**src/rtl/imem_boot_loader_pkg.sv**
```systemverilog
// ---------------------------------------------------------------------------
// imem_boot_loader_pkg
// Shared types and parameter helpers for the instruction-memory boot loader.
//   loader_state_t : IDLE / LOAD / DRAIN / RUN
//   calc_beats     : input beats per instruction word
//   calc_max_words : instruction words that fit in the memory
//   width_ok       : true when the beat width divides the word width
// ---------------------------------------------------------------------------
package imem_boot_loader_pkg;

    typedef enum logic [1:0] {
        IDLE  = 2'd0,
        LOAD  = 2'd1,
        DRAIN = 2'd2,
        RUN   = 2'd3
    } loader_state_t;

    function automatic int unsigned calc_beats(int unsigned data_width, int unsigned in_width);
        return data_width / in_width;
    endfunction

    function automatic int unsigned calc_max_words(int unsigned mem_depth, int unsigned data_width);
        return (mem_depth * 8) / data_width;
    endfunction

    function automatic bit width_ok(int unsigned data_width, int unsigned in_width);
        return (in_width != 0) && (in_width <= data_width) && ((data_width % in_width) == 0);
    endfunction

endpackage

```
**src/rtl/imem_boot_loader_if.sv**
```systemverilog
// ---------------------------------------------------------------------------
// imem_boot_loader_if
// Bundles the input beat stream and the instruction-memory write port.
//   s_valid / s_data / s_ready            : beat stream (source -> loader)
//   imem_w_en / imem_wr_addr / imem_data_in : memory write port (loader -> memory)
// Modports:
//   slave  : the loader side (consumes beats, drives the write port)
//   master : the environment side (produces beats, observes the write port)
// ---------------------------------------------------------------------------
interface imem_boot_loader_if #(
    parameter int unsigned DATA_WIDTH = 32,
    parameter int unsigned IN_WIDTH   = 8,
    parameter int unsigned ADDR_WIDTH = 10
);
    logic                  s_valid;
    logic [IN_WIDTH-1:0]   s_data;
    logic                  s_ready;
    logic                  imem_w_en;
    logic [ADDR_WIDTH-1:0] imem_wr_addr;
    logic [DATA_WIDTH-1:0] imem_data_in;

    modport slave (
        input  s_valid, s_data,
        output s_ready, imem_w_en, imem_wr_addr, imem_data_in
    );

    modport master (
        output s_valid, s_data,
        input  s_ready, imem_w_en, imem_wr_addr, imem_data_in
    );
endinterface

```
**src/rtl/imem_boot_loader_word_packer.sv**
```systemverilog
// ---------------------------------------------------------------------------
// imem_boot_loader_word_packer
// Assembles IN_WIDTH beats into a DATA_WIDTH word, little-endian (first beat
// lands in the lowest lane).
//   clk, arst_n : clock, asynchronous active-low reset
//   clear       : discard any partial word and restart at lane 0
//   accept      : a beat is being consumed this cycle
//   beat        : the beat data
//   word        : the word including the beat currently being accepted
//   word_done   : high in the cycle the last lane of a word is accepted
// ---------------------------------------------------------------------------
module imem_boot_loader_word_packer #(
    parameter int unsigned DATA_WIDTH = 32,
    parameter int unsigned IN_WIDTH   = 8,
    parameter int unsigned BEATS      = 4
) (
    input  logic                  clk,
    input  logic                  arst_n,
    input  logic                  clear,
    input  logic                  accept,
    input  logic [IN_WIDTH-1:0]   beat,
    output logic [DATA_WIDTH-1:0] word,
    output logic                  word_done
);

    // Keep the counter at least one bit wide so BEATS == 1 still elaborates.
    localparam int unsigned    CNT_W = (BEATS > 1) ? $clog2(BEATS) : 1;
    localparam logic [CNT_W-1:0] LAST = CNT_W'(BEATS - 1);

    logic [CNT_W-1:0]      beat_cnt;
    logic [DATA_WIDTH-1:0] word_q;

    assign word_done = accept && (beat_cnt == LAST);

    // Merge the incoming beat into its lane so the completed word is
    // available in the same cycle the final beat is accepted.
    always_comb begin
        word = word_q;
        word[beat_cnt * IN_WIDTH +: IN_WIDTH] = beat;
    end

    always_ff @(posedge clk or negedge arst_n) begin
        if (!arst_n) begin
            beat_cnt <= '0;
            word_q   <= '0;
        end else if (clear) begin
            beat_cnt <= '0;
            word_q   <= '0;
        end else if (accept) begin
            word_q   <= word;
            beat_cnt <= word_done ? '0 : beat_cnt + 1'b1;
        end
    end

endmodule

```
**src/rtl/imem_boot_loader.sv**
```systemverilog
// ---------------------------------------------------------------------------
// imem_boot_loader
// Program-load engine between a narrow beat stream and the instruction-memory
// write port. Packs beats into words, writes them to consecutive addresses
// from BASE_ADDR, then holds the core released with prog_ack.
//   clk, arst_n  : clock, asynchronous active-low reset
//   prog_ready   : level; rising edge starts a load, low returns to idle
//   prog_len     : program length in words, sampled on the prog_ready rise
//   bus          : beat stream in, memory write port out (slave modport)
//   prog_ack     : program loaded, core may run
//   busy         : loading or draining
//   error        : sticky, requested length exceeds memory capacity
// ---------------------------------------------------------------------------
module imem_boot_loader
    import imem_boot_loader_pkg::*;
#(
    parameter int unsigned DATA_WIDTH = 32,
    parameter int unsigned IN_WIDTH   = 8,
    parameter int unsigned ADDR_WIDTH = 10,
    parameter int unsigned MEM_DEPTH  = 1024,
    parameter int unsigned BASE_ADDR  = 0
) (
    input  logic                  clk,
    input  logic                  arst_n,
    input  logic                  prog_ready,
    input  logic [ADDR_WIDTH:0]   prog_len,
    imem_boot_loader_if.slave     bus,
    output logic                  prog_ack,
    output logic                  busy,
    output logic                  error
);

    localparam int unsigned BEATS     = calc_beats(DATA_WIDTH, IN_WIDTH);
    localparam int unsigned MAX_WORDS = calc_max_words(MEM_DEPTH, DATA_WIDTH);
    localparam logic [ADDR_WIDTH-1:0] STEP = ADDR_WIDTH'(DATA_WIDTH / 8);
    localparam logic [ADDR_WIDTH-1:0] BASE = ADDR_WIDTH'(BASE_ADDR);

    if (!width_ok(DATA_WIDTH, IN_WIDTH)) begin : g_width_check
        $error("imem_boot_loader: IN_WIDTH must divide DATA_WIDTH");
    end

    loader_state_t         state;
    logic                  prog_ready_q;
    logic [ADDR_WIDTH:0]   len_q;
    logic [ADDR_WIDTH:0]   word_cnt;
    logic [ADDR_WIDTH-1:0] addr;
    logic [ADDR_WIDTH-1:0] wr_addr_q;
    logic [DATA_WIDTH-1:0] data_q;
    logic                  s_ready_q;
    logic                  w_en_q;

    logic                  ready_rise;
    logic                  beat_accept;
    logic                  packer_clear;
    logic                  word_done;
    logic [DATA_WIDTH-1:0] packed_word;

    assign ready_rise   = prog_ready & ~prog_ready_q;
    // A beat arriving in the same cycle as an abort is dropped with the
    // rest of the partial word, so it is not counted.
    assign beat_accept  = bus.s_valid & s_ready_q & prog_ready;
    assign packer_clear = (state != LOAD);

    imem_boot_loader_word_packer #(
        .DATA_WIDTH (DATA_WIDTH),
        .IN_WIDTH   (IN_WIDTH),
        .BEATS      (BEATS)
    ) u_packer (
        .clk        (clk),
        .arst_n     (arst_n),
        .clear      (packer_clear),
        .accept     (beat_accept),
        .beat       (bus.s_data),
        .word       (packed_word),
        .word_done  (word_done)
    );

    // Control FSM with registered outputs. The write address is captured
    // into its own register so the running address can advance while the
    // previous word is still on the write port (needed when BEATS == 1).
    // prog_ack is set from DRAIN or from RUN so it is always a full cycle
    // behind entry into the run phase.
    always_ff @(posedge clk or negedge arst_n) begin
        if (!arst_n) begin
            state        <= IDLE;
            prog_ready_q <= 1'b0;
            len_q        <= '0;
            word_cnt     <= '0;
            addr         <= BASE;
            wr_addr_q    <= BASE;
            data_q       <= '0;
            s_ready_q    <= 1'b0;
            w_en_q       <= 1'b0;
            prog_ack     <= 1'b0;
            busy         <= 1'b0;
            error        <= 1'b0;
        end else begin
            prog_ready_q <= prog_ready;
            w_en_q       <= 1'b0;
            unique case (state)
                IDLE: begin
                    s_ready_q <= 1'b0;
                    busy      <= 1'b0;
                    prog_ack  <= 1'b0;
                    if (ready_rise) begin
                        if (32'(prog_len) > MAX_WORDS) begin
                            error <= 1'b1;
                        end else if (prog_len == '0) begin
                            error <= 1'b0;
                            state <= RUN;
                        end else begin
                            error     <= 1'b0;
                            len_q     <= prog_len;
                            word_cnt  <= '0;
                            addr      <= BASE;
                            s_ready_q <= 1'b1;
                            busy      <= 1'b1;
                            state     <= LOAD;
                        end
                    end
                end
                LOAD: begin
                    if (!prog_ready) begin
                        s_ready_q <= 1'b0;
                        busy      <= 1'b0;
                        state     <= IDLE;
                    end else if (word_done) begin
                        w_en_q    <= 1'b1;
                        data_q    <= packed_word;
                        wr_addr_q <= addr;
                        addr      <= addr + STEP;
                        word_cnt  <= word_cnt + 1'b1;
                        if (word_cnt == len_q - 1'b1) begin
                            s_ready_q <= 1'b0;
                            state     <= DRAIN;
                        end
                    end
                end
                DRAIN: begin
                    busy <= 1'b0;
                    if (!prog_ready) begin
                        state <= IDLE;
                    end else begin
                        prog_ack <= 1'b1;
                        state    <= RUN;
                    end
                end
                RUN: begin
                    if (!prog_ready) begin
                        prog_ack <= 1'b0;
                        state    <= IDLE;
                    end else begin
                        prog_ack <= 1'b1;
                    end
                end
                default: state <= IDLE;
            endcase
        end
    end

    assign bus.s_ready      = s_ready_q;
    assign bus.imem_w_en    = w_en_q;
    assign bus.imem_wr_addr = wr_addr_q;
    assign bus.imem_data_in = data_q;

endmodule

```
**src/flat_wrapper.sv**
```systemverilog
// flat-port wrapper written by rule: the top's interface ports become plain ports
module imem_boot_loader_flat import imem_boot_loader_pkg::*;
#(
    parameter int unsigned DATA_WIDTH = 32,
    parameter int unsigned IN_WIDTH   = 8,
    parameter int unsigned ADDR_WIDTH = 10,
    parameter int unsigned MEM_DEPTH  = 1024,
    parameter int unsigned BASE_ADDR  = 0
)
  (clk, arst_n, prog_ready, prog_len, prog_ack, busy, error, bus_s_valid, bus_s_data, bus_s_ready, bus_imem_w_en, bus_imem_wr_addr, bus_imem_data_in);
  imem_boot_loader_if #(.DATA_WIDTH(DATA_WIDTH), .IN_WIDTH(IN_WIDTH), .ADDR_WIDTH(ADDR_WIDTH)) bus_i ();
  input  logic clk;
  input  logic arst_n;
  input  logic prog_ready;
  input  logic [ADDR_WIDTH:0] prog_len;
  output logic prog_ack;
  output logic busy;
  output logic error;
  input wire logic [$bits(bus_i.s_valid)-1:0] bus_s_valid;
  input wire logic [$bits(bus_i.s_data)-1:0] bus_s_data;
  output wire logic [$bits(bus_i.s_ready)-1:0] bus_s_ready;
  output wire logic [$bits(bus_i.imem_w_en)-1:0] bus_imem_w_en;
  output wire logic [$bits(bus_i.imem_wr_addr)-1:0] bus_imem_wr_addr;
  output wire logic [$bits(bus_i.imem_data_in)-1:0] bus_imem_data_in;
  assign bus_i.s_valid = bus_s_valid;
  assign bus_i.s_data = bus_s_data;
  assign bus_s_ready = bus_i.s_ready;
  assign bus_imem_w_en = bus_i.imem_w_en;
  assign bus_imem_wr_addr = bus_i.imem_wr_addr;
  assign bus_imem_data_in = bus_i.imem_data_in;
  imem_boot_loader #(.DATA_WIDTH(DATA_WIDTH), .IN_WIDTH(IN_WIDTH), .ADDR_WIDTH(ADDR_WIDTH), .MEM_DEPTH(MEM_DEPTH), .BASE_ADDR(BASE_ADDR)) u_core (.clk(clk), .arst_n(arst_n), .prog_ready(prog_ready), .prog_len(prog_len), .bus(bus_i), .prog_ack(prog_ack), .busy(busy), .error(error));
endmodule
```
**config.mk**
```make
export PLATFORM = sky130hd
export DESIGN_NAME = imem_boot_loader_flat
export DESIGN_NICKNAME = d
export VERILOG_FILES = /design/src/rtl/imem_boot_loader_pkg.sv /design/src/rtl/imem_boot_loader_if.sv /design/src/rtl/imem_boot_loader_word_packer.sv /design/src/rtl/imem_boot_loader.sv /design/src/flat_wrapper.sv
export SDC_FILE = /design/constraint.sdc
export NUM_CORES = 1
export LEC_CHECK = 0
export BUFFER_PORTS_ARGS = -buffer_cell sky130_fd_sc_hd__buf_2
export CAP_MARGIN = 20
export CORE_MARGIN = 5
export CORE_UTILIZATION = 35
export CTS_CLUSTER_DIAMETER = 150
export CTS_CLUSTER_SIZE = 12
export DETAILED_ROUTE_END_ITERATION = 6
export GPL_TIMING_DRIVEN = 0
export PLACE_DENSITY_LB_ADDON = 0.1
export SLEW_MARGIN = 20
export SYNTH_ARGS = -nofsm -noshare
export SYNTH_HDL_FRONTEND = slang
export SYNTH_HIERARCHICAL = 1
export SYNTH_SLANG_ARGS = --single-unit
```
**constraint.sdc**
```tcl
create_clock -name clk -period 2.6 [get_ports clk]
set_input_delay 0 -clock clk [delete_from_list [all_inputs] [get_ports clk]]
set_output_delay 0 -clock clk [all_outputs]
set_load 0.01 [all_outputs]
```
==> impl_metrics.ini, run 1 <==
[outcome]
status = complete, no violations

[clocking]
clock_sinks = 112
path_clk_slew_ps = 80
numCtsBuffers = 9
insertion_delay_ps = 350
ctsRootBufferMaster = clkbuf_16
h-tree-depth = 3
ctsLongestPathBuffers = 2
cts_tree = built

[worst_setup_path]
cp_cell_sequence = and3_1 > buf_4 > and2_1 > nand3_1 > a2111oi_2 > o211ai_1 > a221oi_2 > mux2i_1
worstSetupEndpointType = flop
crit_start = u_core/bus.s_ready$_DFFE_PN0P_
crit_fanout = 19
crit_required_ps = 2870
critical_path_class = flop to flop
arrival_ps = 2730
crit_slowest_cell = dfrtp_1
regToRegStartpoint = u_core/bus.s_ready$_DFFE_PN0P_
critPathMaxStageDelay_ps = 420
critPathLaunchType = flop

[detailed_routing]
wl_mm = 13.99
dr_total_vias = 4317
wl_per_cell_um = 17.06
drc = 0
postRouteAntennaNets = 0
dr.pass1.iters = 4
first_iter_violations = 200
vias_per_cell = 5.265

[yosys]
synthTopCellsByArea = dfrtp_1 49%, mux2_2 8.6%, a22o_1 6.2%
async_flop_share_pct = 100.0
syn_avg_cell_area_um2 = 11.32
syn_inst = 510
yosys_warnings = 6
synth_flop_cell = dfrtp_1
yosys-top-cells-count = 112 x dfrtp_1, 44 x mux2_2, 41 x a22o_1, 32 x nand2_1, 30 x o21ai_0
yosysMostFrequentCell = dfrtp_1
synth-edff-count = 0
synth_cell_types = 56
synth_top_area_share_pct = 48.56
netlist_area_um2 = 5772
yosysTopAreaCell = dfrtp_1
synth-seq-cells = 112
yosysSeqAreaShare_pct = 48.56

[global_routing]
grt.total_usage_pct = 14.66
grt_pass1_vias = 4377
grt_max_degree = 65
antenna_found_initial = 0
grt_pass1_wl_mm = 23.15
overflow = 0

[sta]
worstMarginPinSlew_ps = 707.3
fin_crit_sh_pct = 94.66
rsz0062_at_grt = yes
max_clock_freq_mhz = 406.3
fin_hold_ws_ps = 8.119
final_hold_viol_count = 0
maxSlewHeadroom_pct = 52.85
finalSetupViolCount = 0
slew_violations = 0
min_period_ps = 2461
finClkSkew_ps = 8.262

[die]
start_util_pct = 35.18
die_h_um = 138.4
die_w_um = 138.4
die-area_um2 = 19160
core-area_um2 = 16410
ios = 70
fp-row-count = 47

[place]
port_buffers = 62
routabilityCongestion = 0.8217
placed_area_um2 = 6395
hpwlAfterDp_mm = 9.859

[final_layout]
fin_nets = 632
n_antenna_cell = 0
design_area_um2 = 6778
area_delta_synth_final_pct = 17.43
drive_above_1_share_pct = 27.17

[pwr]
p_leak_nw = 3.147
max-vdd-ir-drop_mv = 0.3135
pwr_density_cell_nw_per_um2 = 696.0

[worst_hold_path]
hp-class = input pin to flop
min-delay-start = bus_s_data[3]

[flow_run]
cap_violations = 0
-- cell usage in the layout, fill, tap and decap left out, types with 3 or more instances in the layout --
cell type	instances
dfrtp_1	112
buf_2	71
mux2_2	44
a22o_1	41
nand2_1	32
o21ai_0	30
a32o_1	24
inv_1	23
nand2b_1	17
clkbuf_1	14
ha_1	12
dlygate4sd3_1	11
nand3_1	10
a21oi_1	10
buf_1	10
clkbuf_16	9
xor2_1	9
nand4b_1	8
o32ai_2	8
and3_1	7
or2_2	7
nor2b_1	7
nor2_1	6
xnor2_1	6
o22ai_1	6
clkinv_2	4
and2_1	4
nor4_1	3
a31oi_1	3
nor3_1	3
o211ai_1	3
nand4_1	3
or3_1	3
buf_4	3
-- flip-flops by register name, summed over array words and instances (netlist names), 2 cells and up --
name / count
u_core/bus.imem_data_in: 32
u_core/u_packer/word_q: 32
u_core/len_q: 11
u_core/word_cnt: 11
u_core/addr: 8
u_core/bus.imem_wr_addr: 8
u_core/state: 2
u_core/u_packer/beat_cnt: 2
-- where the power goes --
part,leakage (nW),switching [W],internal [W]
Clock,0.136,0.000635,0.000673
Sequential,1.51,0.000219,0.00190
Combinational,1.50,0.000787,0.000501
Total,3.15,0.00164,0.00308
-- per-stage QoR --
stage,TNS [ps],utilization [%],setup slack (ps),total power (W),std cells
after CTS,0,41.26,41.37,0.004776,820
after global placement,-6992,38.77,-292.1,0.003390,793
after floorplan,0,-,294.0,0.003016,511
final,0,41.31,138.9,0.004717,820
after global routing,-11.14,41.31,-10.44,0.005012,820
after detailed placement,-8400,38.98,-289.5,0.003431,794
-- worst max-delay path: cells and delay by family, from the launching register on --
kind                   cells  cell delay [ps]
AOI/OAI and AO/OA          3              930
buffers and inverters      1              240
DFF                        1              420
muxes                      1              230
and+or+nand+nor            3              570
-- path summary, 6_finish.rpt --
kind,end,slack (ps),cells past startpoint
setup / recovery,u_core/state[0]$_DFFE_PN0P_,140,8
hold / removal,u_core/u_packer/word_q[3]$_DFFE_PN0P_,8,2
setup reg to reg,u_core/state[0]$_DFFE_PN0P_,140,8
hold reg to reg,u_core/u_packer/word_q[30]$_DFFE_PN0P_,490,1
max in group asynchronous,u_core/word_cnt[4]$_DFFE_PN0P_,1710,3
min in group asynchronous,u_core/bus.imem_w_en$_DFF_PN0_,220,2
-- per-layer routing --
metal | part of all wire [%] | track usage (%) | vias up
met1 | 45 | 18.99 | 2172
met3 | 3.1 | 2.141 | 13
li1 | - | - | 2056
met4 | 1.4 | 5.096 | 0
met2 | 50 | 25.13 | 76
met5 | 0 | 0 | -
-- kinds of logic after synthesis --
kind of cell,after synthesis,synth area share [%]
AOI/OAI and AO/OA,136,19.62
xor gates and xnor gates,15,2.276
adders and majority gates,14,3.035
buffers and inverters,63,4.877
DFF,112,48.56
muxes,47,9.126
other,1,0.06497
and+or+nand+nor,122,12.44
-- cell type report --
cell class / instances / area, um^2
fill: 1617 / 9629
inverter: 23 / 86.33
sequential: 112 / 2803
clock buffer: 12 / 246.5
tap: 220 / 275.3
timing repair buffer: 74 / 454.2
clock inverter: 4 / 20.02
buffer: 39 / 196.4
multi-input combinational: 336 / 2696
-- timing repair --
item,4_1_cts,5_1_grt
hold endpoints to repair,76,0
pin swaps,0,1
gates cloned,0,0
buffers inserted,0,0
gates resized for setup,1,5
hold buffers,11,0
setup endpoints to repair,60,15
(Power assumes the default switching activity.)
==> run 2, diff against run 1 <==
CTS_BUF_LIST = sky130_fd_sc_hd__clkbuf_16   (was unset)
==> run 2 against run 1 <==
Register-to-register slack about the same. Final cell count unchanged. Critical path depth unchanged. Count of clock-buffer cells in the layout is 3 lower. Critical path type unchanged.
==> impl_metrics.ini, run 2 (same netlist as run 1, synthesis figures left out) <==
[worst_setup_path]
reg2reg_slack_ps = 140
crit_fanout = 19
cp_top_family = compound AO/OA/AOI/OAI gates
critical_path_class = flop to flop
arrival_ps = 2730
crit_required_ps = 2870
critPathMaxStageDelay_ps = 420
r2r_end = u_core/state[0]$_DFFE_PN0P_
reg2reg_depth = 8
crit_slowest_cell = dfrtp_1
cp_num_buf_inv = 1
crit_start = u_core/bus.s_ready$_DFFE_PN0P_
worstSetupEndpointType = flop
regToRegStartpoint = u_core/bus.s_ready$_DFFE_PN0P_
cp_cell_sequence = and3_1 > buf_4 > and2_1 > nand3_1 > a2111oi_2 > o211ai_1 > a221oi_2 > mux2i_1
critPathLaunchType = flop

[final_layout]
final-seq-area_um2 = 2803
final_common_cell = dfrtp_1
fillers = 1619
layout_common_cells = 112 x dfrtp_1, 71 x buf_2, 44 x mux2_2, 41 x a22o_1, 32 x nand2_1
drive_above_1_share_pct = 27.00
utilization_pct = 41.25
multi_input_area_um2 = 2696
area_delta_synth_final_pct = 17.26
design_area_um2 = 6768
final_cells = 820
n_antenna_cell = 0
fin_nets = 632

[detailed_routing]
first_iter_violations = 214
postRouteAntennaNets = 0
vias_per_cell = 5.250
wl_mm = 13.99
dr.pass1.iters = 4
dr_total_vias = 4305
drc = 0
wl_per_cell_um = 17.06

[global_routing]
antenna_found_initial = 0
grt_pass1_vias = 4371
overflow = 0
grt_max_degree = 65
grt_pass1_wl_mm = 23.13
grt.total_usage_pct = 14.68

[die]
start_util_pct = 35.18
die_h_um = 138.4
die-area_um2 = 19160
die_w_um = 138.4
core-area_um2 = 16410
fp-row-count = 47
ios = 70

[clocking]
clock_sinks = 112
insertion_delay_ps = 350
ctsLongestPathBuffers = 2
h-tree-depth = 3
path_clk_slew_ps = 80
numCtsBuffers = 9
cts_tree = built
ctsRootBufferMaster = clkbuf_16

[sta]
slew_violations = 0
finClkSkew_ps = 8.447
final_hold_viol_count = 0
max_clock_freq_mhz = 406.3
worstMarginPinSlew_ps = 682.8
fin_crit_sh_pct = 94.66
rsz0062_at_grt = yes
maxSlewHeadroom_pct = 54.48
min_period_ps = 2461
fin_hold_ws_ps = 6.768
finalSetupViolCount = 0
setup_ws_ps = 138.8

[outcome]
status = complete, no violations

[place]
hpwlAfterDp_mm = 9.859
routabilityCongestion = 0.8217
port_buffers = 62
placed_area_um2 = 6395
place_inst = 794
place_ws_ps = -289.5

[worst_hold_path]
hp-class = input pin to flop
min_path_cells = 2
whs_endpoint = u_core/u_packer/word_q[3]$_DFFE_PN0P_
min-delay-start = bus_s_data[3]

[pwr]
p_sw_share_pct = 35.03
pwr_density_cell_nw_per_um2 = 691.1
power.switching_w = 0.001638
clkPwrFrac_pct = 27.1
p_leak_nw = 3.149
power_frac_seq_pct = 45.4
max-vdd-ir-drop_mv = 0.3134
combPwrFrac_pct = 27.5
p_int_w = 0.003039

[flow_run]
cap_violations = 0
==> run 2: cell types whose count changed in the layout (fill, tap and decap cells not counted) <==
| cell | change |
|---|---|
| clkbuf_1 | -2 |
| clkbuf_8 | -1 |
| clkinv_1 | +1 |
| inv_1 | +2 |
==> run 2: power groups by stage <==
stage | Combinational [W] | Clock [W] | Sequential, W
after floorplan | 0.000911 | 0 | 0.00210
after global placement | 0.00124 | 0 | 0.00215
after detailed placement | 0.00127 | 0 | 0.00216
after CTS | 0.00129 | 0.00132 | 0.00212
after global routing | 0.00144 | 0.00138 | 0.00215
final | 0.00129 | 0.00127 | 0.00212
==> run 2: final cells by class <==
class                           instances  area share, %
Tap cell                              220          4.067
Inverter                               23          1.276
Clock buffer                            9          3.328
Sequential cell                       112          41.41
Multi-Input combinational cell        336          39.84
Clock inverter                          7         0.4622
Timing Repair Buffer                   74          6.711
Buffer                                 39          2.903
==> run 2: worst max path at each step <==
stage	endpoint	slack [ps]	depth (start not counted)
after detailed placement	u_core/addr[4]$_DFFE_PN0P_	-290	9
after CTS	u_core/bus.imem_data_in[16]$_DFFE_PN0P_	40	6
final	u_core/state[0]$_DFFE_PN0P_	140	8
after global placement	u_core/state[0]$_DFFE_PN0P_	-290	9
after floorplan	u_core/state[0]$_DFFE_PN0P_	290	9
after global routing	u_core/word_cnt[2]$_DFFE_PN0P_	-10	9
==> run 2: metal layers <==
metal / wire (um) / global-route usage [%] / up-vias
li1: - / - / 2054
met1: 6372 / 19.03 / 2169
met2: 6973 / 25.05 / 68
met3: 419 / 2.141 / 14
met4: 223 / 5.252 / 0
met5: 0 / 0 / -
==> run 2: what timing repair did <==
action,in CTS,in global routing
setup buffers,0,0
endpoints found under the setup margin,60,15
pin swaps,0,1
hold endpoints to repair,76,0
hold buffers,11,0
resized for setup,1,5
==> run 2: metrics by stage <==
stage | TNS, ps | power (W)
3_3_place_gp | -6992 | 0.003390
3_5_place_dp | -8400 | 0.003431
2_1_floorplan | 0 | 0.003016
4_1_cts | 0 | 0.004739
6_report | 0 | 0.004677
5_1_grt | -11.47 | 0.004976
